<file path="src/rtl/uart_pkg.sv">
// Shared register offsets, STATUS/CTRL bit positions and engine state encoding
// for the memory-mapped UART.
package uart_pkg;

    localparam logic [1:0] REG_TXDATA = 2'd0;
    localparam logic [1:0] REG_RXDATA = 2'd1;
    localparam logic [1:0] REG_STATUS = 2'd2;
    localparam logic [1:0] REG_CTRL   = 2'd3;

    localparam int ST_TX_EMPTY     = 0;
    localparam int ST_TX_FULL      = 1;
    localparam int ST_TX_BUSY      = 2;
    localparam int ST_RX_VALID     = 3;
    localparam int ST_RX_OVERRUN   = 4;
    localparam int ST_RX_FRAME_ERR = 5;

    localparam int CTRL_RX_IE = 16;
    localparam int CTRL_TX_IE = 17;

    localparam logic [15:0] DIV_MIN = 16'd4;

    typedef enum logic [1:0] {
        S_IDLE  = 2'd0,
        S_START = 2'd1,
        S_DATA  = 2'd2,
        S_STOP  = 2'd3
    } uart_state_t;

endpackage

</file>
<file path="src/rtl/uart_mmio_if.sv">
// Simple chip-select bus between the address decoder (master) and the UART (slave).
interface uart_mmio_if;
    logic        cs_n;
    logic        we;
    logic [11:0] addr;
    logic [31:0] wdata;
    logic [31:0] rdata;

    modport master (output cs_n, output we, output addr, output wdata, input rdata);
    modport slave  (input cs_n, input we, input addr, input wdata, output rdata);
endinterface

</file>
<file path="src/rtl/uart_tx_fifo.sv">
// Synchronous FIFO with registered occupancy count; push is refused when full
// regardless of a same-cycle pop.
module uart_tx_fifo #(
    parameter int DEPTH = 4,
    parameter int WIDTH = 8
) (
    input  logic             clk,
    input  logic             reset,
    input  logic             i_push,
    input  logic [WIDTH-1:0] i_din,
    input  logic             i_pop,
    output logic [WIDTH-1:0] o_dout,
    output logic             o_full,
    output logic             o_empty
);
    localparam int AW = $clog2(DEPTH);
    localparam int CW = AW + 1;

    logic [WIDTH-1:0] r_mem [DEPTH];
    logic [AW-1:0]    r_wptr;
    logic [AW-1:0]    r_rptr;
    logic [CW-1:0]    r_count;
    logic             w_push;
    logic             w_pop;

    assign o_full  = (r_count == CW'(DEPTH));
    assign o_empty = (r_count == '0);
    assign w_push  = i_push && !o_full;
    assign w_pop   = i_pop && !o_empty;
    assign o_dout  = r_mem[r_rptr];

    always_ff @(posedge clk) begin
        if (reset) begin
            r_wptr  <= '0;
            r_rptr  <= '0;
            r_count <= '0;
        end else begin
            if (w_push) r_wptr <= r_wptr + 1'b1;
            if (w_pop)  r_rptr <= r_rptr + 1'b1;
            case ({w_push, w_pop})
                2'b10:   r_count <= r_count + 1'b1;
                2'b01:   r_count <= r_count - 1'b1;
                default: r_count <= r_count;
            endcase
        end
    end

    always_ff @(posedge clk) begin
        if (w_push) r_mem[r_wptr] <= i_din;
    end

endmodule

</file>
<file path="src/rtl/uart_mmio.sv">
// Memory-mapped UART: TX FIFO + serializer, RX deserializer with overrun/framing
// flags, programmable baud divisor latched per bit by each engine.
module uart_mmio
    import uart_pkg::*;
#(
    parameter int CLOCK_FREQ = 50_000_000,
    parameter int BAUD_RATE  = 115_200,
    parameter int TX_DEPTH   = 4
) (
    input  logic        clk,
    input  logic        reset,
    uart_mmio_if.slave  bus,
    output logic        uart_txd,
    input  logic        uart_rxd,
    output logic        irq
);
    localparam int          DIV0_I = CLOCK_FREQ / BAUD_RATE;
    localparam logic [15:0] DIV0   = 16'(DIV0_I);

    function automatic logic [15:0] sat_div(input logic [15:0] d);
        return (d < DIV_MIN) ? DIV_MIN : d;
    endfunction

    logic        w_rd, w_tx_wr, w_rx_pop, w_status_wr, w_ctrl_wr;
    logic [31:0] w_rd_data;
    logic        w_unused;

    logic [15:0] r_div;
    logic        r_rx_ie, r_tx_ie;
    logic [31:0] r_rdata;

    logic        w_fifo_pop, w_fifo_full, w_fifo_empty;
    logic [7:0]  w_fifo_dout;

    uart_state_t r_tx_state;
    logic [15:0] r_tx_cnt, r_tx_bdiv;
    logic [2:0]  r_tx_bitidx;
    logic [7:0]  r_tx_shift;
    logic        r_txd, w_tx_tick, w_tx_busy;

    logic        r_rx_s1, r_rx_s2, r_rx_prev;
    uart_state_t r_rx_state;
    logic [15:0] r_rx_cnt, r_rx_bdiv;
    logic [2:0]  r_rx_bitidx;
    logic [7:0]  r_rx_shift, r_rx_byte;
    logic        r_rx_valid, r_rx_ov, r_rx_fe;
    logic        w_rx_tick, w_rx_half, w_rx_good, w_rx_bad, w_rx_load;

    assign w_rd        = !bus.cs_n && !bus.we;
    assign w_tx_wr     = !bus.cs_n && bus.we && (bus.addr[3:2] == REG_TXDATA);
    assign w_status_wr = !bus.cs_n && bus.we && (bus.addr[3:2] == REG_STATUS);
    assign w_ctrl_wr   = !bus.cs_n && bus.we && (bus.addr[3:2] == REG_CTRL);
    assign w_rx_pop    = w_rd && (bus.addr[3:2] == REG_RXDATA);
    assign w_unused    = ^{bus.addr[11:4], bus.addr[1:0], bus.wdata[31:18]};

    uart_tx_fifo #(.DEPTH(TX_DEPTH), .WIDTH(8)) u_tx_fifo (
        .clk     (clk),
        .reset   (reset),
        .i_push  (w_tx_wr),
        .i_din   (bus.wdata[7:0]),
        .i_pop   (w_fifo_pop),
        .o_dout  (w_fifo_dout),
        .o_full  (w_fifo_full),
        .o_empty (w_fifo_empty)
    );

    // TX engine: each bit lasts r_tx_bdiv clocks, re-latched from r_div at every bit start
    assign w_tx_tick  = (r_tx_cnt == r_tx_bdiv - 16'd1);
    assign w_tx_busy  = (r_tx_state != S_IDLE);
    assign w_fifo_pop = !w_fifo_empty &&
                        ((r_tx_state == S_IDLE) || (r_tx_state == S_STOP && w_tx_tick));

    always_ff @(posedge clk) begin
        if (reset) begin
            r_tx_state  <= S_IDLE;
            r_txd       <= 1'b1;
            r_tx_cnt    <= '0;
            r_tx_bdiv   <= DIV0;
            r_tx_bitidx <= '0;
        end else begin
            case (r_tx_state)
                S_IDLE: begin
                    r_txd <= 1'b1;
                    if (!w_fifo_empty) begin
                        r_tx_state <= S_START;
                        r_txd      <= 1'b0;
                        r_tx_cnt   <= '0;
                        r_tx_bdiv  <= r_div;
                    end
                end
                S_START: begin
                    if (w_tx_tick) begin
                        r_tx_state  <= S_DATA;
                        r_txd       <= r_tx_shift[0];
                        r_tx_cnt    <= '0;
                        r_tx_bdiv   <= r_div;
                        r_tx_bitidx <= '0;
                    end else begin
                        r_tx_cnt <= r_tx_cnt + 16'd1;
                    end
                end
                S_DATA: begin
                    if (w_tx_tick) begin
                        r_tx_cnt  <= '0;
                        r_tx_bdiv <= r_div;
                        if (r_tx_bitidx == 3'd7) begin
                            r_tx_state <= S_STOP;
                            r_txd      <= 1'b1;
                        end else begin
                            r_tx_bitidx <= r_tx_bitidx + 3'd1;
                            r_txd       <= r_tx_shift[1];
                        end
                    end else begin
                        r_tx_cnt <= r_tx_cnt + 16'd1;
                    end
                end
                S_STOP: begin
                    if (w_tx_tick) begin
                        r_tx_cnt  <= '0;
                        r_tx_bdiv <= r_div;
                        if (!w_fifo_empty) begin
                            r_tx_state <= S_START;
                            r_txd      <= 1'b0;
                        end else begin
                            r_tx_state <= S_IDLE;
                            r_txd      <= 1'b1;
                        end
                    end else begin
                        r_tx_cnt <= r_tx_cnt + 16'd1;
                    end
                end
                default: r_tx_state <= S_IDLE;
            endcase
        end
    end

    always_ff @(posedge clk) begin
        if (w_fifo_pop)
            r_tx_shift <= w_fifo_dout;
        else if (r_tx_state == S_DATA && w_tx_tick)
            r_tx_shift <= {1'b0, r_tx_shift[7:1]};
    end

    // RX engine: detection already trails the line by one clock, so the count starts at 1
    assign w_rx_tick = (r_rx_cnt == r_rx_bdiv - 16'd1);
    assign w_rx_half = (r_rx_cnt == {1'b0, r_rx_bdiv[15:1]} - 16'd1);
    assign w_rx_good = (r_rx_state == S_STOP) && w_rx_tick && r_rx_s2;
    assign w_rx_bad  = (r_rx_state == S_STOP) && w_rx_tick && !r_rx_s2;

    always_ff @(posedge clk) begin
        if (reset) begin
            r_rx_s1     <= 1'b1;
            r_rx_s2     <= 1'b1;
            r_rx_prev   <= 1'b1;
            r_rx_state  <= S_IDLE;
            r_rx_cnt    <= '0;
            r_rx_bdiv   <= DIV0;
            r_rx_bitidx <= '0;
        end else begin
            r_rx_s1   <= uart_rxd;
            r_rx_s2   <= r_rx_s1;
            r_rx_prev <= r_rx_s2;
            case (r_rx_state)
                S_IDLE: begin
                    if (!r_rx_s2 && r_rx_prev) begin
                        r_rx_state  <= S_START;
                        r_rx_cnt    <= 16'd1;
                        r_rx_bdiv   <= r_div;
                        r_rx_bitidx <= '0;
                    end
                end
                S_START: begin
                    if (w_rx_half) begin
                        r_rx_state <= r_rx_s2 ? S_IDLE : S_DATA;
                        r_rx_cnt   <= '0;
                        r_rx_bdiv  <= r_div;
                    end else begin
                        r_rx_cnt <= r_rx_cnt + 16'd1;
                    end
                end
                S_DATA: begin
                    if (w_rx_tick) begin
                        r_rx_cnt    <= '0;
                        r_rx_bdiv   <= r_div;
                        r_rx_bitidx <= r_rx_bitidx + 3'd1;
                        if (r_rx_bitidx == 3'd7) r_rx_state <= S_STOP;
                    end else begin
                        r_rx_cnt <= r_rx_cnt + 16'd1;
                    end
                end
                S_STOP: begin
                    if (w_rx_tick) begin
                        r_rx_state <= S_IDLE;
                        r_rx_cnt   <= '0;
                    end else begin
                        r_rx_cnt <= r_rx_cnt + 16'd1;
                    end
                end
                default: r_rx_state <= S_IDLE;
            endcase
        end
    end

    always_ff @(posedge clk) begin
        if (r_rx_state == S_DATA && w_rx_tick)
            r_rx_shift <= {r_rx_s2, r_rx_shift[7:1]};
    end

    // A pop in the completion cycle frees the holding register for the new byte
    assign w_rx_load = w_rx_good && (!r_rx_valid || w_rx_pop);

    always_ff @(posedge clk) begin
        if (w_rx_load) r_rx_byte <= r_rx_shift;
    end

    always_comb begin
        w_rd_data = '0;
        case (bus.addr[3:2])
            REG_RXDATA: w_rd_data = {24'b0, r_rx_byte};
            REG_STATUS: begin
                w_rd_data[ST_TX_EMPTY]     = w_fifo_empty;
                w_rd_data[ST_TX_FULL]      = w_fifo_full;
                w_rd_data[ST_TX_BUSY]      = w_tx_busy;
                w_rd_data[ST_RX_VALID]     = r_rx_valid;
                w_rd_data[ST_RX_OVERRUN]   = r_rx_ov;
                w_rd_data[ST_RX_FRAME_ERR] = r_rx_fe;
            end
            REG_CTRL:   w_rd_data = {14'b0, r_tx_ie, r_rx_ie, r_div};
            default:    w_rd_data = '0;
        endcase
    end

    always_ff @(posedge clk) begin
        if (reset) begin
            r_div      <= DIV0;
            r_rx_ie    <= 1'b0;
            r_tx_ie    <= 1'b0;
            r_rx_valid <= 1'b0;
            r_rx_ov    <= 1'b0;
            r_rx_fe    <= 1'b0;
            r_rdata    <= '0;
        end else begin
            if (w_rd) r_rdata <= w_rd_data;
            if (w_ctrl_wr) begin
                r_div   <= sat_div(bus.wdata[15:0]);
                r_rx_ie <= bus.wdata[CTRL_RX_IE];
                r_tx_ie <= bus.wdata[CTRL_TX_IE];
            end
            if (w_rx_load)     r_rx_valid <= 1'b1;
            else if (w_rx_pop) r_rx_valid <= 1'b0;
            if (w_rx_good && r_rx_valid && !w_rx_pop)
                r_rx_ov <= 1'b1;
            else if (w_status_wr && bus.wdata[ST_RX_OVERRUN])
                r_rx_ov <= 1'b0;
            if (w_rx_bad)
                r_rx_fe <= 1'b1;
            else if (w_status_wr && bus.wdata[ST_RX_FRAME_ERR])
                r_rx_fe <= 1'b0;
        end
    end

    assign bus.rdata = r_rdata;
    assign uart_txd  = r_txd;
    assign irq       = (r_rx_valid && r_rx_ie) || (w_fifo_empty && r_tx_ie);

endmodule
</file>
<file path="src/flat_wrapper.sv">
// flat-port wrapper written by rule: the top's interface ports become plain ports
module uart_mmio_flat import uart_pkg::*;
#(
    parameter int CLOCK_FREQ = 50_000_000,
    parameter int BAUD_RATE  = 115_200,
    parameter int TX_DEPTH   = 4
)
  (clk, reset, uart_txd, uart_rxd, irq, bus_cs_n, bus_we, bus_addr, bus_wdata, bus_rdata);
  uart_mmio_if bus_i ();
  input  logic clk;
  input  logic reset;
  output logic uart_txd;
  input  logic uart_rxd;
  output logic irq;
  input wire logic [$bits(bus_i.cs_n)-1:0] bus_cs_n;
  input wire logic [$bits(bus_i.we)-1:0] bus_we;
  input wire logic [$bits(bus_i.addr)-1:0] bus_addr;
  input wire logic [$bits(bus_i.wdata)-1:0] bus_wdata;
  output wire logic [$bits(bus_i.rdata)-1:0] bus_rdata;
  assign bus_i.cs_n = bus_cs_n;
  assign bus_i.we = bus_we;
  assign bus_i.addr = bus_addr;
  assign bus_i.wdata = bus_wdata;
  assign bus_rdata = bus_i.rdata;
  uart_mmio #(.CLOCK_FREQ(CLOCK_FREQ), .BAUD_RATE(BAUD_RATE), .TX_DEPTH(TX_DEPTH)) u_core (.clk(clk), .reset(reset), .bus(bus_i), .uart_txd(uart_txd), .uart_rxd(uart_rxd), .irq(irq));
endmodule
</file>
<file path="config.mk">
export PLATFORM = sky130hd
export DESIGN_NAME = uart_mmio_flat
export DESIGN_NICKNAME = d
export VERILOG_FILES = /design/src/rtl/uart_pkg.sv /design/src/rtl/uart_mmio_if.sv /design/src/rtl/uart_tx_fifo.sv /design/src/rtl/uart_mmio.sv /design/src/flat_wrapper.sv
export SDC_FILE = /design/constraint.sdc
export NUM_CORES = 1
export LEC_CHECK = 0
export CORE_MARGIN = 5
export CORE_UTILIZATION = 35
export DETAILED_ROUTE_END_ITERATION = 12
export PLACE_DENSITY = 0.6
export SYNTH_ARGS = -nofsm -noshare
export SYNTH_HDL_FRONTEND = slang
export SYNTH_HIERARCHICAL = 1
export SYNTH_SLANG_ARGS = --single-unit
</file>
<file path="constraint.sdc">
create_clock -name clk -period 10.5 [get_ports clk]
set_clock_uncertainty 0.1 [all_clocks]
set_input_delay 1.05 -clock clk [delete_from_list [all_inputs] [get_ports clk]]
set_output_delay 1.05 -clock clk [all_outputs]
set_load 0.02 [all_outputs]
</file>
**Word-level counts from Yosys, hierarchy flattened**

Memories as Yosys holds them, arrays and structs flattened. A register that Yosys moved wholly into a read port is not among the register bits.
Index checks and enable logic that the tools add are counted.

- Logic and storage cells: 179
- Bits of input ports: 49
- Output and inout bits: 34
- Register bits after elaboration: 162
- Memories: 1
- RAM bits: 32

Memory list:

| name | depth | bits a word | read ports | clocked after memory_dff | wr ports | RTL line | text |
|---|---|---|---|---|---|---|---|
| u_core.u_tx_fifo.r_mem | 4 | 8 | 1 | 1 | 1 | uart_tx_fifo.sv:19 | `logic [WIDTH-1:0] r_mem [DEPTH];` |

- Reduce and logical (&&, ||, !) cells: 55
- Mux-type cells: 57
- Add/subtract/negate cells: 11
- Eq/ne operators: 29
- Order comparisons: 1

Operators with widths:

| operator | number |
|---|---|
| 2-to-1 mux 16 bit | 11 |
| case mux 16 bit (3 select lines) | 2 |
| case mux 16 bit (2 select lines) | 2 |
| equality test 16 bit | 3 |
| adder 16 x 1 -> 16 bit, second input constant | 2 |
| subtractor 16 x 1 -> 16 bit, second input constant | 2 |
| 2-to-1 mux 2 bit | 13 |
| case mux 12 bit (2 select lines) | 1 |
| logical AND 1 bit | 23 |
| inequality test 2 x 1 -> 1 bit, second input constant | 10 |
| case mux 3 bit (2 select lines) | 3 |
| case mux 6 bit (3 select lines) | 1 |
| < comparator 16 x 3 -> 1 bit, second input constant | 1 |
| 2-to-1 mux 8 bit | 2 |
| case mux 2 bit (4 select lines) | 2 |
| nonzero test 2 bit | 8 |
| subtractor 15 x 1 -> 16 bit, second input constant | 1 |
| 2-to-1 mux 3 bit | 5 |
| equality test 2 bit, second input constant | 7 |
| 2-to-1 mux 1 bit | 14 |
| AND reduction 5 bit | 2 |
| adder 3 x 1 -> 3 bit, second input constant | 3 |
| equality test 3 bit, second input constant | 3 |
| equality test 2 x 1 -> 1 bit, second input constant | 4 |
| other kinds (14) | 28 |

**Depth between registers and ports, before layout**

Gate-level depths: netlist of run 1.

- Depth in word-level cells: 8
- Gate-level depth with buffers: 16
- Mapped depth without buffers: 16

**Modules after synthesis**

The synthesis of run 1 kept the hierarchy.

Modules (own cells, without submodules):

| module | area an instance (µm²) | sequential area each (µm²) | cells each | instances |
|---|---|---|---|---|
| uart_mmio | 8100.3 | 3062.9 | 963 | 1 |
| uart_tx_fifo | 1635.3 | 1141.1 | 96 | 1 |

**Least setup slack after synthesis of run 1**

OpenSTA, ideal clock, no wires.

- Path kind: reg2reg
- From: register u_core.r_tx_bdiv[2]
- To: register u_core.u_tx_fifo.r_count[2]
- Required time: 10.330 ns
- Library setup time: 0.070 ns
- Cell stages (with the launch flop): 17
- Path slack: 6.277 ns
- Clock period less this slack: 4.223 ns
- Arrival time: 4.053 ns
- Cells stage by stage: dfxtp_1 -> buf_4 -> or4_1 -> clkbuf_2 -> o41a_1 -> nor4b_1 -> nor4b_2 -> o2111ai_2 -> o41ai_4 -> o31ai_2 -> inv_1 -> ha_1 -> inv_1 -> fa_1 -> xor2_1 -> or3_1 -> a21oi_1

- Cells in the longest elaborated chain, start to end: 8
- Elaborated cells on any way between the ends: 10
- Classes of those cells: add/sub: 1; eq/ne: 3; mux: 1; reduce/logical: 5

RTL lines:

| what | RTL line | text |
|---|---|---|
| start: declaration | uart_mmio.sv:36 | `logic [15:0] r_tx_cnt, r_tx_bdiv;` |
| start signal: assignment | uart_mmio.sv:88 | `r_tx_bdiv <= r_div;` |
| start signal: assignment | uart_mmio.sv:96 | `r_tx_bdiv <= r_div;` |
| start signal: assignment | uart_mmio.sv:105 | `r_tx_bdiv <= r_div;` |
| subtractor 16 x 1 -> 16 bit * | uart_mmio.sv:68 | `assign w_tx_tick = (r_tx_cnt == r_tx_bdiv - 16'd1);` |
| equality test 16 bit * | uart_mmio.sv:68 |  |
| logical AND 1 bit * | uart_mmio.sv:71 | `((r_tx_state == S_IDLE) \|\| (r_tx_state == S_STOP && w_tx_tick));` |
| logical OR 1 bit * | uart_mmio.sv:71 |  |
| logical AND 1 bit * | uart_mmio.sv:70 | `assign w_fifo_pop = !w_fifo_empty &&` |
| net u_core.w_fifo_pop | uart_mmio.sv:32 | `logic w_fifo_pop, w_fifo_full, w_fifo_empty;` |
| logical AND 1 bit * | uart_tx_fifo.sv:29 | `assign w_pop = i_pop && !o_empty;` |
| net u_core.u_tx_fifo.w_pop | uart_tx_fifo.sv:24 | `logic w_pop;` |
| equality test 2 x 1 -> 1 bit / equality test 2 bit (equally long branches) | uart_tx_fifo.sv:40 | `case ({w_push, w_pop})` |
| case mux 3 bit (2 select lines) / nonzero test 2 bit (equally long branches) | n/a |  |
| end signal: assignment | uart_tx_fifo.sv:41 | `2'b10: r_count <= r_count + 1'b1;` |
| end signal: assignment | uart_tx_fifo.sv:42 | `2'b01: r_count <= r_count - 1'b1;` |
| end signal: assignment | uart_tx_fifo.sv:43 | `default: r_count <= r_count;` |
| end: declaration | uart_tx_fifo.sv:22 | `logic [CW-1:0] r_count;` |

Mark *: on every way through the listed nets, which the timed path passes. The rest lies on a longest branch.
A chain may end at the register's enable or synchronous reset.

**Final worst setup path of run 1**

- From: register u_core.r_tx_bdiv[0]
- To: register u_core.u_tx_fifo.r_count[2]

The elaborated chain is that of the path after synthesis.

==> results of run 1 <==
[logic make-up after synthesis]
group / count (synthesis) / synth area share, %
AND/OR/NAND/NOR: 433 / 22.7
AO/OA/AOI/OAI: 194 / 14.1
flip-flops: 182 / 43.2
buffers and inverters: 118 / 5.37
XOR/XNOR: 56 / 5.04
multiplexers: 56 / 6.99
adder cells (fa/ha/maj): 19 / 2.52
other: 1 / 0.0385
[sequential cells by signal, indices dropped and copies added (netlist names), 2 cells and up, named ones only]
name	cells
u_core/r_tx_cnt	16
u_core/r_rx_byte	8
u_core/r_rx_bdiv	16
u_core/r_div	16
u_core/u_tx_fifo/r_wptr	2
u_core/u_tx_fifo/r_mem	32
u_core/r_rx_bitidx	3
u_core/r_tx_bitidx	3
u_core/u_tx_fifo/r_rptr	2
u_core/bus.rdata	18
u_core/r_rx_cnt	16
u_core/r_rx_shift	8
u_core/u_tx_fifo/r_count	3
u_core/r_tx_state	2
u_core/r_tx_shift	8
u_core/r_tx_bdiv	16
[worst max path at each step]
stage,end,slack (ps),depth (start not counted)
after floorplan,u_core/u_tx_fifo/r_count[2],6280,16
after global placement,u_core/u_tx_fifo/r_count[2],5580,16
after detailed placement,u_core/u_tx_fifo/r_count[2],5510,16
after CTS,u_core/u_tx_fifo/r_count[2],5470,16
after global routing,u_core/u_tx_fifo/r_count[2],5090,16
final,u_core/u_tx_fifo/r_count[2],5490,16
[routing by layer]
metal / vias to the layer above / part of all wire, %
met5: - / 0
met4: 0 / 1.6
met3: 29 / 4.7
met2: 194 / 45
met1: 3745 / 49
li1: 3816 / -
[stage by stage]
step,utilization (%),setup slack [ps]
floorplan,-,6280
detailed placement,37.5,5510
finish,39.8,5490
global placement,37.5,5580
global route,39.8,5090
CTS,39.8,5470
[layout make-up]
cell class	instances	area [sq um]
fillers	2766	16600
multi-input cells	772	5070
flip-flops and latches	182	4200
repair buffers	50	483
well taps	378	473
clock buffers	17	425
clock inverters	15	209
inverters	34	128
[cells in the final DEF, fill, tap and decap left out, types with 9 or more instances in the layout]
cell type,n
a21oi_1,48
a221o_1,11
a221oi_1,9
a22oi_1,13
a31oi_1,11
and3_1,16
clkbuf_16,17
clkdlybuf4s50_1,43
conb_1,14
dfxtp_1,126
edfxtp_1,56
ha_1,18
inv_1,33
mux2_2,16
mux2i_1,32
nand2_1,130
nand2b_1,23
nand3_1,40
nand4_1,12
nor2_1,83
nor3_1,27
nor3b_1,9
nor4_1,15
o21ai_0,27
o31ai_1,9
or2_2,10
or3_1,16
or4_1,11
xnor2_1,34
xor2_1,22
[power groups by stage]
stage	Combinational, mW	Clock (mW)	Sequential (mW)
global placement	0.128	0	0.765
floorplan	0.0911	0	0.762
global route	0.144	0.718	0.751
finish	0.130	0.669	0.749
detailed placement	0.129	0	0.765
CTS	0.130	0.685	0.749
[worst max-delay path, cell delays in order (launching register included)]
cell,delay [ps]
dfxtp_1,380
inv_1,80
ha_1,260
nor3b_2,580
a21oi_1,170
nor4b_1,360
nor4b_2,300
o2111ai_2,390
o41ai_4,740
o31ai_2,190
inv_1,100
ha_1,180
inv_1,70
fa_1,430
xor2_1,160
or3_1,310
a21oi_1,140
==> results.yml, run 1 <==
run_status:
  outcome: "completed"
hold_path:
  holdCritPathClass: "register to register"
  hold-path-cell-count: 1
  min_from: "u_core/r_rx_s1"
  holdPathEnd: "u_core/r_rx_s2"
clock_tree:
  numCtsBuffers: 17
  cts_sinks: 182
  cts_resized: 0
  insertion_delay_ps: 440
  postCtsHoldBufs: 0
  clk_pin_slew_ps: 80
  postCtsSetupRepairBufs: 0
  cts_tree: "done"
  htreeDepth: 4
  cts_root_buf: "clkbuf_16"
  cts_buffer_depth: 2
global_routing:
  grt_pass1_wl_mm: 39.6
  met3_usage_pct: 2.52
  grt_max_degree: 89
  grt_overflow: 0
  grt_busiest_layer: "met2"
  grtUsageTotal_pct: 15.6
  grt_use_met1_pct: 22.3
  antenna_found_initial: 0
  grt_pass1_vias: 7448
  gr-usage-met2_pct: 24.2
floorplanning:
  rows: 61
  initial_core_util_pct: 35.2
  core_region_area_sq_um: 27600
  die_h_um: 177
  dieArea_sq_um: 31300
  die_x_um: 177
  pin_count: 83
logic_synthesis:
  yosysMostFrequentCell: "nand2_1"
  yosysSeqAreaShare_pct: 43.2
  synth_cells: 1059
  synth-edff-count: 56
  syn_area_sq_um: 9740
  synth_flop_cell: "dfxtp_1"
  synth.avg_cell_area_sq_um: 9.19
  synthTopCellsByCount: "nand2_1, dfxtp_1, nor2_1"
  synthArstFlopShare_pct: 0
  synth_area_leaders: "dfxtp_1, edfxtp_1, nand2_1"
  yosysWarnings: 6
  yosysUniqueCellTypes: 78
  synth_area_leader_cell: "dfxtp_1"
  synth-seq-cells: 182
  synth_top_area_share_pct: 25.9
route:
  wirelength_mm: 23.8
  drc: 0
  post_drt_via_cell_ratio: 5.38
  post_drt_wl_per_cell_um: 16.5
  drt-initial-drc-count: 549
  drt_pre_antenna_iters: 5
  ant_nets: 0
  vias: 7784
power:
  power_mw: 1.55
  ir_drop_uv: 122
  sw_frac_of_total_pct: 28.0
  pwr-share-comb_pct: 8.4
  p_int_mw: 1.11
  p_seq_share_pct: 48.4
  power_density_nw_per_um2: 141
  clockPowerShare_pct: 43.2
  leakage_nw: 3.75
  p_switching_mw: 0.434
timing:
  min_period_over_period_pct: 47.7
  slew_headroom_pct: 31.9
  rsz0062_at_grt: "false"
  fmax_ghz: 0.200
  worst_pin_slew_ps: 1020
  tns_ps: 0
  holdWs_ps: 313
  final.min_clock_period_ps: 5010
  hold_violations: 0
  setup_viol: 0
  slew_viol_final: 0
placement:
  dp_hpwl_mm: 16.7
  dp.cells: 1416
  place_area_sq_um: 10400
  portBuffers: 44
  gp_congestion: 0.913
worst_setup_path:
  path_max_fanout: 11
  worstSetupPathType: "register to register"
  r2r_setup_slack_ps: 5490
  reg2regPathDepth: 16
  cp-start-kind: "register"
  worstPathRequired_ps: 10760
  cp.arrival_ps: 5270
  r2r-end: "u_core/u_tx_fifo/r_count[2]"
  cp-startpoint: "u_core/r_tx_bdiv[0]"
  r2r_start: "u_core/r_tx_bdiv[0]"
  endpoint_kind: "register"
layout:
  stdcell_count: 1448
  antenna_cells: 0
  drive_above_1_share_pct: 8.69
  area_delta_synth_final_pct: 12.9
  final_nets: 1125
  design_area_sq_um: 11000
job:
  drv_cap: 0
Power figures use the tool's default switching activity.
==> run 2, diff against run 1 <==
==> constraint.sdc (replaced) <==
create_clock -name clk -period 4.8 [get_ports clk]
set_clock_uncertainty 0.1 [all_clocks]
set_input_delay 0.48 -clock clk [delete_from_list [all_inputs] [get_ports clk]]
set_output_delay 0.48 -clock clk [all_outputs]
set_load 0.02 [all_outputs]
==> results.yml, run 2 (synthesized netlist as in run 1, its figures left out) <==
route:
  post_drt_via_cell_ratio: 5.31
  vias: 7714
  drt_pre_antenna_iters: 5
  drt-initial-drc-count: 692
  post_drt_wl_per_cell_um: 16.5
  drc: 0
  ant_nets: 0
  wirelength_mm: 24.0
power:
  p_int_mw: 2.46
  ir_drop_uv: 244
  p_seq_share_pct: 47.7
  power_density_nw_per_um2: 311
  p_switching_mw: 0.975
  pwr-share-comb_pct: 8.3
  clockPowerShare_pct: 44.0
  sw_frac_of_total_pct: 28.4
  leakage_nw: 3.79
  power_mw: 3.44
clock_tree:
  cts_buffer_depth: 2
  cts_root_buf: "clkbuf_16"
  cts_resized: 0
  numCtsBuffers: 17
  postCtsHoldBufs: 0
  cts_tree: "done"
  htreeDepth: 4
  insertion_delay_ps: 430
  clk_pin_slew_ps: 80
  postCtsSetupRepairBufs: 0
  cts_sinks: 182
worst_setup_path:
  endpoint_kind: "register"
  worstSetupPathType: "register to register"
  cp.arrival_ps: 4490
  worstPathRequired_ps: 5060
  r2r_start: "u_core/r_tx_bdiv[0]"
  cp-startpoint: "u_core/r_tx_bdiv[0]"
  cp-start-kind: "register"
  path_max_fanout: 9
layout:
  regMostFlops: "u_core/u_tx_fifo/r_mem"
  layout_commonest_cell: "nand2_1"
  n_fill_cell: 2788
  seqCellArea_sq_um: 4200
  design_area_sq_um: 11100
  final_cell_mix: "nand2_1, dfxtp_1, nor2_1, edfxtp_1, a21oi_1"
  finish.utilization_pct: 40.0
  largest_reg_flops: 32
  drive_above_1_share_pct: 9.11
  antenna_cells: 0
  area_delta_synth_final_pct: 13.5
  multi_input_area_sq_um: 5070
  final_nets: 1131
job:
  drv_cap: 0
timing:
  final.min_clock_period_ps: 4230
  tns_ps: 0
  min_period_over_period_pct: 88.1
  slew_viol_final: 0
  setup_viol: 0
  fmax_ghz: 0.237
  rsz0062_at_grt: "false"
  slew_headroom_pct: 48.5
  holdWs_ps: 324
  hold_violations: 0
  worst_pin_slew_ps: 773
floorplanning:
  core_region_area_sq_um: 27600
  pin_count: 83
  die_h_um: 177
  dieArea_sq_um: 31300
  rows: 61
  die_x_um: 177
  initial_core_util_pct: 35.2
placement:
  portBuffers: 44
  dp_hpwl_mm: 17.2
  gp_congestion: 0.902
  place_area_sq_um: 10400
global_routing:
  antenna_found_initial: 0
  grt_pass1_vias: 7273
  grtUsageTotal_pct: 15.3
  grt_max_degree: 70
  grt_overflow: 0
  grt_pass1_wl_mm: 38.8
hold_path:
  holdCritPathClass: "register to register"
  min_from: "u_core/r_rx_s1"
run_status:
  outcome: "completed"
[run 2: cell count changes in the layout (fill, tap and decap cells not counted), sizes merged]
cell    change
buf         +6
clkinv      -5
inv         +5
[run 2: cell type report]
| type | instances | area share [%] |
|---|---|---|
| clock buffer | 17 | 3.85 |
| clock inverter | 15 | 2.05 |
| inverter | 34 | 1.15 |
| multi-input combinational | 772 | 45.8 |
| sequential | 182 | 38.0 |
| tap | 378 | 4.28 |
| timing repair buffer | 56 | 4.78 |
[run 2: path summary, 6_finish.rpt]
| kind | slack (ps) | cells past startpoint | to |
|---|---|---|---|
| max | 570 | 16 | u_core/u_tx_fifo/r_count[2] |
| min | 320 | 1 | u_core/r_rx_s2 |
| max reg2reg | 570 | 16 | u_core/u_tx_fifo/r_count[2] |
| min reg2reg | 320 | 1 | u_core/r_rx_s2 |
[run 2: per-layer routing]
layer	track usage [%]	share of wire [%]	wire, um	vias up
met5	0	0	0	-
met4	3.61	1.1	264	0
li1	-	-	-	3813
met1	21.9	49	11700	3677
met3	2.58	5.2	1240	13
met2	24.2	45	10800	211
[run 2: worst max-delay path: stages, from the launching register on]
cell and delay (ps):
dfxtp_1 390, inv_1 80, ha_1 270, nor3b_2 570, and4_1 270, o21ai_0 100
a221oi_1 370, o2111ai_2 250, o41ai_4 300, o31ai_2 140, inv_1 70, ha_1 170
inv_1 70, fa_1 430, xor2_1 150, or3_1 300, a21oi_1 140
[run 2: power groups by stage]
stage	combinational [mW]	sequential, mW	clock (mW)
floorplan	0.199	1.67	0
global placement	0.282	1.67	0
detailed placement	0.285	1.67	0
CTS	0.286	1.64	1.55
global route	0.312	1.64	1.62
finish	0.284	1.64	1.51
[run 2: through the flow]
stage | std cells | setup WS [ps]
after floorplan | 1072 | 577
final | 1454 | 572
after global placement | 1422 | 558
after CTS | 1454 | 569
after detailed placement | 1422 | 599
after global routing | 1454 | 138
